==> src/rtl/qpu_exu_qiu_evq.sv <==
// QIU event queue: merges decoded quantum instructions that share one
// timepoint into a single event bundle, stamps it with the accumulated
// timestamp and buffers closed bundles in a small FIFO for write-back.
module qpu_exu_qiu_evq #(
  parameter int QUBIT_NUM = 12,
  parameter int OPC_W     = 5,
  parameter int TIME_W    = 32,
  parameter int DEPTH     = 4
) (
  input  logic                       clk,
  input  logic                       rst_n,
  input  logic                       qiu_i_valid,
  output logic                       qiu_i_ready,
  input  logic [QUBIT_NUM-1:0]       qiu_i_rs1,
  input  logic [QUBIT_NUM-1:0]       qiu_i_rs2,
  input  logic                       qiu_i_bcast1,
  input  logic [OPC_W-1:0]           qiu_i_opc1,
  input  logic [OPC_W-1:0]           qiu_i_opc2,
  input  logic                       qiu_i_measure,
  input  logic                       qiu_i_ntp,
  input  logic [TIME_W-1:0]          qiu_i_imm,
  input  logic                       qiu_i_flush,
  output logic                       qiu_o_valid,
  input  logic                       qiu_o_ready,
  output logic [QUBIT_NUM-1:0]       qiu_o_oprand,
  output logic [QUBIT_NUM*OPC_W-1:0] qiu_o_edata,
  output logic [QUBIT_NUM-1:0]       qiu_o_meas,
  output logic [TIME_W-1:0]          qiu_o_tdata,
  output logic [$clog2(DEPTH):0]     qiu_o_level,
  output logic                       qiu_o_conflict
);

  localparam int AW = $clog2(DEPTH);
  localparam int EW = QUBIT_NUM * OPC_W;
  localparam logic [AW:0] FULL_LVL = (AW+1)'(DEPTH);

  typedef struct packed {
    logic [QUBIT_NUM-1:0] op;
    logic [EW-1:0]        ed;
    logic [QUBIT_NUM-1:0] meas;
    logic [TIME_W-1:0]    t;
  } bundle_t;

  // Accumulator for the open timepoint
  logic [QUBIT_NUM-1:0] acc_op;
  logic [EW-1:0]        acc_ed;
  logic [QUBIT_NUM-1:0] acc_meas;
  logic [TIME_W-1:0]    t_cur;
  logic                 flush_pend;
  logic                 conflict;

  // FIFO storage and pointers
  bundle_t              mem [DEPTH];
  logic [AW-1:0]        wr_ptr;
  logic [AW-1:0]        rd_ptr;
  logic [AW:0]          level;

  // Contribution of the presented instruction
  logic [QUBIT_NUM-1:0] m1;
  logic [QUBIT_NUM-1:0] m2;
  logic [QUBIT_NUM-1:0] c_op;
  logic [EW-1:0]        c_ed;
  logic [QUBIT_NUM-1:0] c_meas;
  logic                 self_conf;
  logic [EW-1:0]        merge_ed;

  logic acc_nonempty;
  logic fifo_full;
  logic fifo_empty;
  logic accept;
  logic flush_req;
  logic push_accept;
  logic push_flush;
  logic push;
  logic pop;
  logic hit_conflict;
  bundle_t push_data;
  bundle_t head;

  assign acc_nonempty = (|acc_op) | (|acc_meas);
  assign fifo_full    = (level == FULL_LVL);
  assign fifo_empty   = (level == '0);
  // A closing instruction (or a pending flush) needs a free FIFO slot; a
  // plain merge into an open bundle never pushes and is always accepted.
  assign qiu_i_ready  = ~(fifo_full & (~qiu_i_ntp | flush_pend) & acc_nonempty);
  assign accept       = qiu_i_valid & qiu_i_ready;
  assign flush_req    = qiu_i_flush | flush_pend;
  assign push_accept  = accept & ~qiu_i_ntp & acc_nonempty;
  assign push_flush   = ~accept & flush_req & acc_nonempty & ~fifo_full;
  assign push         = push_accept | push_flush;
  assign pop          = ~fifo_empty & qiu_o_ready;
  assign push_data    = '{op: acc_op, ed: acc_ed, meas: acc_meas, t: t_cur};

  // Decode the instruction into per-qubit masks and opcodes
  always_comb begin
    // NOTE: every always_comb output gets a default first so no path infers a latch.
    c_op      = '0;
    c_ed      = '0;
    c_meas    = '0;
    self_conf = 1'b0;
    m1        = qiu_i_bcast1 ? {QUBIT_NUM{1'b1}} : qiu_i_rs1;
    m2        = qiu_i_rs2 & ~m1;
    if (qiu_i_measure) begin
      c_meas = qiu_i_rs1;
    end else begin
      c_op      = m1 | m2;
      self_conf = |(m1 & qiu_i_rs2);
      for (int i = 0; i < QUBIT_NUM; i++) begin
        if (m1[i])      c_ed[i*OPC_W +: OPC_W] = qiu_i_opc1;
        else if (m2[i]) c_ed[i*OPC_W +: OPC_W] = qiu_i_opc2;
      end
    end
  end

  // Same-timepoint merge: newly hit qubits take the new opcode
  always_comb begin
    merge_ed = acc_ed;
    for (int i = 0; i < QUBIT_NUM; i++) begin
      if (c_op[i]) merge_ed[i*OPC_W +: OPC_W] = c_ed[i*OPC_W +: OPC_W];
    end
  end

  assign hit_conflict = accept &
                        (self_conf | (qiu_i_ntp & ((|(acc_op & c_op)) | (|(acc_meas & c_meas)))));

  // Accumulator, timestamp, pending-flush and sticky conflict state
  always_ff @(posedge clk) begin
    // NOTE: sequential state uses non-blocking assignments so all registers update together.
    if (!rst_n) begin
      acc_op     <= '0;
      acc_ed     <= '0;
      acc_meas   <= '0;
      t_cur      <= '0;
      flush_pend <= 1'b0;
      conflict   <= 1'b0;
    end else begin
      conflict <= conflict | hit_conflict;
      if (accept) begin
        if (qiu_i_ntp) begin
          acc_op     <= acc_op | c_op;
          acc_ed     <= merge_ed;
          acc_meas   <= acc_meas | c_meas;
          // A flush arriving with a merge must wait for the next free cycle.
          flush_pend <= flush_req;
        end else begin
          acc_op     <= c_op;
          acc_ed     <= c_ed;
          acc_meas   <= c_meas;
          t_cur      <= t_cur + qiu_i_imm;
          // The push closed the old bundle; only a fresh pulse targets the new one.
          flush_pend <= qiu_i_flush;
        end
      end else if (flush_req) begin
        if (push_flush) begin
          acc_op   <= '0;
          acc_ed   <= '0;
          acc_meas <= '0;
        end
        flush_pend <= acc_nonempty & fifo_full;
      end
    end
  end

  // FIFO payload write
  always_ff @(posedge clk) begin
    // NOTE: payload storage is not reset; outputs are masked while the FIFO is empty.
    if (push) mem[wr_ptr] <= push_data;
  end

  // FIFO pointers and occupancy
  always_ff @(posedge clk) begin
    if (!rst_n) begin
      wr_ptr <= '0;
      rd_ptr <= '0;
      level  <= '0;
    end else begin
      if (push) wr_ptr <= wr_ptr + AW'(1);
      if (pop)  rd_ptr <= rd_ptr + AW'(1);
      case ({push, pop})
        2'b10:   level <= level + (AW+1)'(1);
        2'b01:   level <= level - (AW+1)'(1);
        default: level <= level;
      endcase
    end
  end

  assign head           = mem[rd_ptr];
  assign qiu_o_valid    = ~fifo_empty;
  assign qiu_o_oprand   = fifo_empty ? '0 : head.op;
  assign qiu_o_edata    = fifo_empty ? '0 : head.ed;
  assign qiu_o_meas     = fifo_empty ? '0 : head.meas;
  assign qiu_o_tdata    = fifo_empty ? '0 : head.t;
  assign qiu_o_level    = level;
  assign qiu_o_conflict = conflict;

endmodule

==> config.mk <==
export PLATFORM = sky130hd
export DESIGN_NAME = qpu_exu_qiu_evq
export DESIGN_NICKNAME = d
export VERILOG_FILES = /design/src/rtl/qpu_exu_qiu_evq.sv
export SDC_FILE = /design/constraint.sdc
export NUM_CORES = 1
export LEC_CHECK = 0
export CAP_MARGIN = 20
export CORE_UTILIZATION = 58
export DETAILED_ROUTE_END_ITERATION = 16
export PLACE_DENSITY = 0.79
export SLEW_MARGIN = 15
export SYNTH_ARGS = -nofsm -noshare
export SYNTH_HDL_FRONTEND = slang
export SYNTH_SLANG_ARGS = --single-unit
==> constraint.sdc <==
create_clock -name clk -period 6.4 [get_ports clk]
set_input_delay 0.96 -clock clk [delete_from_list [all_inputs] [get_ports clk]]
set_output_delay 0.96 -clock clk [all_outputs]
set_load 0.005 [all_outputs]
==> flow_summary_export.csv <==
group,metric,value,unit
run_status,status,"completed",
clock_network,cts_bufs_inserted,56,
power_and_ir_drop,vdd_drop_max,0.270,mV
route,wirelength,57600,microns
die,die_x,209,microns
route,route.detailed.wl_per_inst,24.2,microns
die,io-pin-count,196,
grt,grt_start_max_net_pins,94,
finish,nets,1901,
clock_network,cts_num_sinks,591,
setup_path,crit-reg2reg-launch,"acc_op[0]",
synth,synth.net_count,1733,
synth,yosysWarningCount,0,
synth,post_synth_main_area_contributors,"sky130_fd_sc_hd__edfxtp_1 (56%), sky130_fd_sc_hd__mux4_2 (11%), sky130_fd_sc_hd__dfxtp_1 (10%)",
setup_path,timing.critical_path.to_type,"output pin",
synth,synthDistinctLibCells,61,
route,viasPerCell,6.31,
flow_run,maxCapViolations,0,
placed_design,pre_cts_slack,2.20,ns
synth,number_of_register_bits_inferred_by_synthesis,591,
clock_network,clock_buffer_depth,3,
power_and_ir_drop,p_per_area,402,mW/mm^2
clock_network,htreeDepth,2,
clock_network,clkSlewWorstSetupHoldPaths,0.07,ns
clock_network,worstSkewPairLatency,0.59,ns
synth,syn-mean-instance-area,15.3,sq um
die,floorplan.die_area,0.0437,sq mm
finish,share_of_post_route_cells_with_drive_strength_above_1,13.3,%
die,die_height,209,microns
synth,largest_area_contributor_in_the_synthesized_netlist,"sky130_fd_sc_hd__edfxtp_1",
setup_path,startpoint_type,"flip-flop",
synth,synth_common_cells,"sky130_fd_sc_hd__edfxtp_1 (464), sky130_fd_sc_hd__dfxtp_1 (127), sky130_fd_sc_hd__and2_1 (125)",
placed_design,numPlacedInstances,2270,
sta,report.final.slew_viol_count,0,
sta,maxClockFrequency,234,MHz
clock_network,clockRootBuffer,"sky130_fd_sc_hd__clkbuf_16",
clock_network,post_cts_resized,0,
route,num_vias,15022,
grt,grt.total_usage,26.6,%
route,final_antenna_net_count,0,
sta,finalHoldViolCount,0,
clock_network,cts_tree,"done",
die,floorplan.initialDensity,59.0,%
setup_path,timing.critical_path.fanout_max,93,
setup_path,worst_ep_arrival_time,3.31,ns
sta,post-route-worst-setup-slack,2.13,ns
synth,register_area_share_after_synthesis,66.3,%
sta,finalCriticalPeriod,4.27,ns
route,drt_pre_antenna_iters,6,
setup_path,critical_path.cell_chain,"buf_12 > mux4_2 > and2_1 > clkdlybuf4s50_1",
finish,finalNonFillerCells,2379,
synth,synth_async_sr_flop_share,0,%
placed_design,hpwlAfterDp,35800,microns
setup_path,rr_worst_depth,6,
synth,post_synth_inst_count,1621,
clock_network,post_cts.repair.setup_buffers,0,
setup_path,r2r_end,"mem[2][114]",
die,std_cell_core_area,0.0421,sq mm
finish,syn2layout_area_growth,16.9,%
route,post-route-drc-count,0,
grt,total_congestion_overflow_after_global_routing,0,
placed_design,io_buffer_count,195,
setup_path,crit_path_end,"qiu_o_edata[39]",
sta,fin_skew,0.0197,ns
setup_path,crit_path_top_delay_cell,"sky130_fd_sc_hd__dfxtp_4",
placed_design,gp_congestion,0.903,
setup_path,required_time_at_the_endpoint_of_the_critical_path,5.44,ns
setup_path,max_stage_delay,0.67,ns
finish,total_of_fill_cells_in_the_finished_design,2727,
sta,slew_headroom,28.8,%
grt,grt_first_pass_wirelength,88000,microns
synth,synth_top_area_share,56.1,%
route,drt-initial-drc-count,1212,
die,floorplan.rows,75,
clock_network,cts-hold-fix-buffers,0,
synth,mappedNetlistArea,0.0249,sq mm
sta,worst_pin_slew,1.07,ns
synth,postSynth.topFlopCell,"sky130_fd_sc_hd__edfxtp_1",
sta,timing.setup.tns,0,ns
sta,final.period_utilization,66.7,%
power_and_ir_drop,total_leakage_power,9.73,nW
setup_path,critical_path_class,"flip-flop to output pin",
grt,antenna_found_initial,5,
grt,grt_pass1_vias,15227,
synth,synthMostInstantiatedCell,"sky130_fd_sc_hd__edfxtp_1",
min_path,hold_class,"flip-flop to flip-flop",
sta,setup-violations-final,0,
setup_path,ff2ff_setup_slack,2.82,ns
synth,number_of_enable_type_register_cells_in_the_synthesized_netlist,464,
sta,rsz_0062_raised_after_global_routing,"false",
[layout make-up]
cell class | instances | area [sq um] | share of cell area [%]
Clock buffer | 70 | 1540 | 5.29
Inverter | 17 | 63.8 | 0.220
Antenna cell | 3 | 7.51 | 0.0258
Tap cell | 539 | 674 | 2.32
Clock inverter | 36 | 307 | 1.05
Sequential cell | 591 | 16500 | 56.7
Timing Repair Buffer | 208 | 2090 | 7.18
Multi-Input combinational cell | 915 | 7900 | 27.2
[power by group]
part	internal (mW)	switching (mW)
registers	4.82	0.267
clock network	1.87	1.42
logic	1.75	1.56
[metrics by stage]
step / instance area, sq um / total power, mW / hold WS [ns] / utilization (%)
floorplan: 24900 / 6.99 / 0.460 / -
global placement: 27200 / 8.42 / 0.480 / 64.6
detailed placement: 27200 / 8.48 / 0.486 / 64.6
CTS: 29100 / 11.8 / 0.507 / 69.0
global route: 29100 / 12.2 / 0.528 / 69.0
finish: 29100 / 11.7 / 0.501 / 69.0
[state kept, by name (all words and copies together) (netlist names), named ones only]
register and cells:
acc_ed 60, acc_meas 12, acc_op 12, flush_pend 1, mem 464, qiu_o_conflict 1, qiu_o_level 3, rd_ptr 2
t_cur 32, wr_ptr 2
[cells in the final DEF (no fill, tap or decap), types with 27 or more instances in the layout]
cell	Yosys	routed
sky130_fd_sc_hd__nor2_1	66	65
sky130_fd_sc_hd__nor2b_1	62	62
sky130_fd_sc_hd__nand3_1	27	27
sky130_fd_sc_hd__a21oi_1	43	43
sky130_fd_sc_hd__clkdlybuf4s50_1	0	195
sky130_fd_sc_hd__a22o_1	28	28
sky130_fd_sc_hd__dfxtp_1	127	125
sky130_fd_sc_hd__a31oi_1	66	66
sky130_fd_sc_hd__ha_1	36	36
sky130_fd_sc_hd__o2bb2ai_1	61	61
sky130_fd_sc_hd__edfxtp_1	464	464
sky130_fd_sc_hd__nand2_1	53	53
sky130_fd_sc_hd__and2_1	125	121
sky130_fd_sc_hd__mux4_2	116	116
sky130_fd_sc_hd__clkbuf_16	0	58
sky130_fd_sc_hd__o21ai_0	28	28
[per-layer routing]
layer / GRT usage [%] / share of wire (%) / wire length, microns / vias to the layer above
met5: 0 / 0.057 / 33 / -
met4: 10.7 / 3.8 / 2210 / 4
met3: 3.91 / 7.1 / 4120 / 142
met2: 43.6 / 48 / 27800 / 635
met1: 36.2 / 41 / 23500 / 7528
li1: - / - / - / 6713
[kinds of logic (layout without fill, tap and decap cells)]
kind of cell	count (synthesis)	in the layout	synth area share, %
DFF	591	591	66.3
and+or+nand+nor	418	418	9.24
AOI/OAI and AO/OA	317	317	9.05
muxes	123	123	10.8
buffers and inverters	115	331	2.00
adders and majority gates	38	38	1.97
xor gates and xnor gates	19	19	0.669
other	0	3	0
[worst min-delay path by stage]
stage              startpoint        endpoint  slack [ns]  cells after the start
3_3_place_gp       acc_ed[19]      mem[3][63]        0.48                      0
6_report            acc_ed[6]      mem[0][50]        0.50                      0
3_5_place_dp       acc_ed[55]      mem[0][99]        0.49                      0
4_1_cts             acc_ed[6]      mem[0][50]        0.51                      0
2_1_floorplan  qiu_o_conflict  qiu_o_conflict        0.46                      2
5_1_grt            acc_ed[21]      mem[1][65]        0.53                      0
[critical path, delay by kind of cell, from the launching register on]
kind / cells / cell delay (ns)
DFF: 1 / 0.67
and+or+nand+nor: 1 / 0.25
muxes: 1 / 0.61
buffers and inverters: 2 / 1.14
Power figures use the tool's default switching activity.
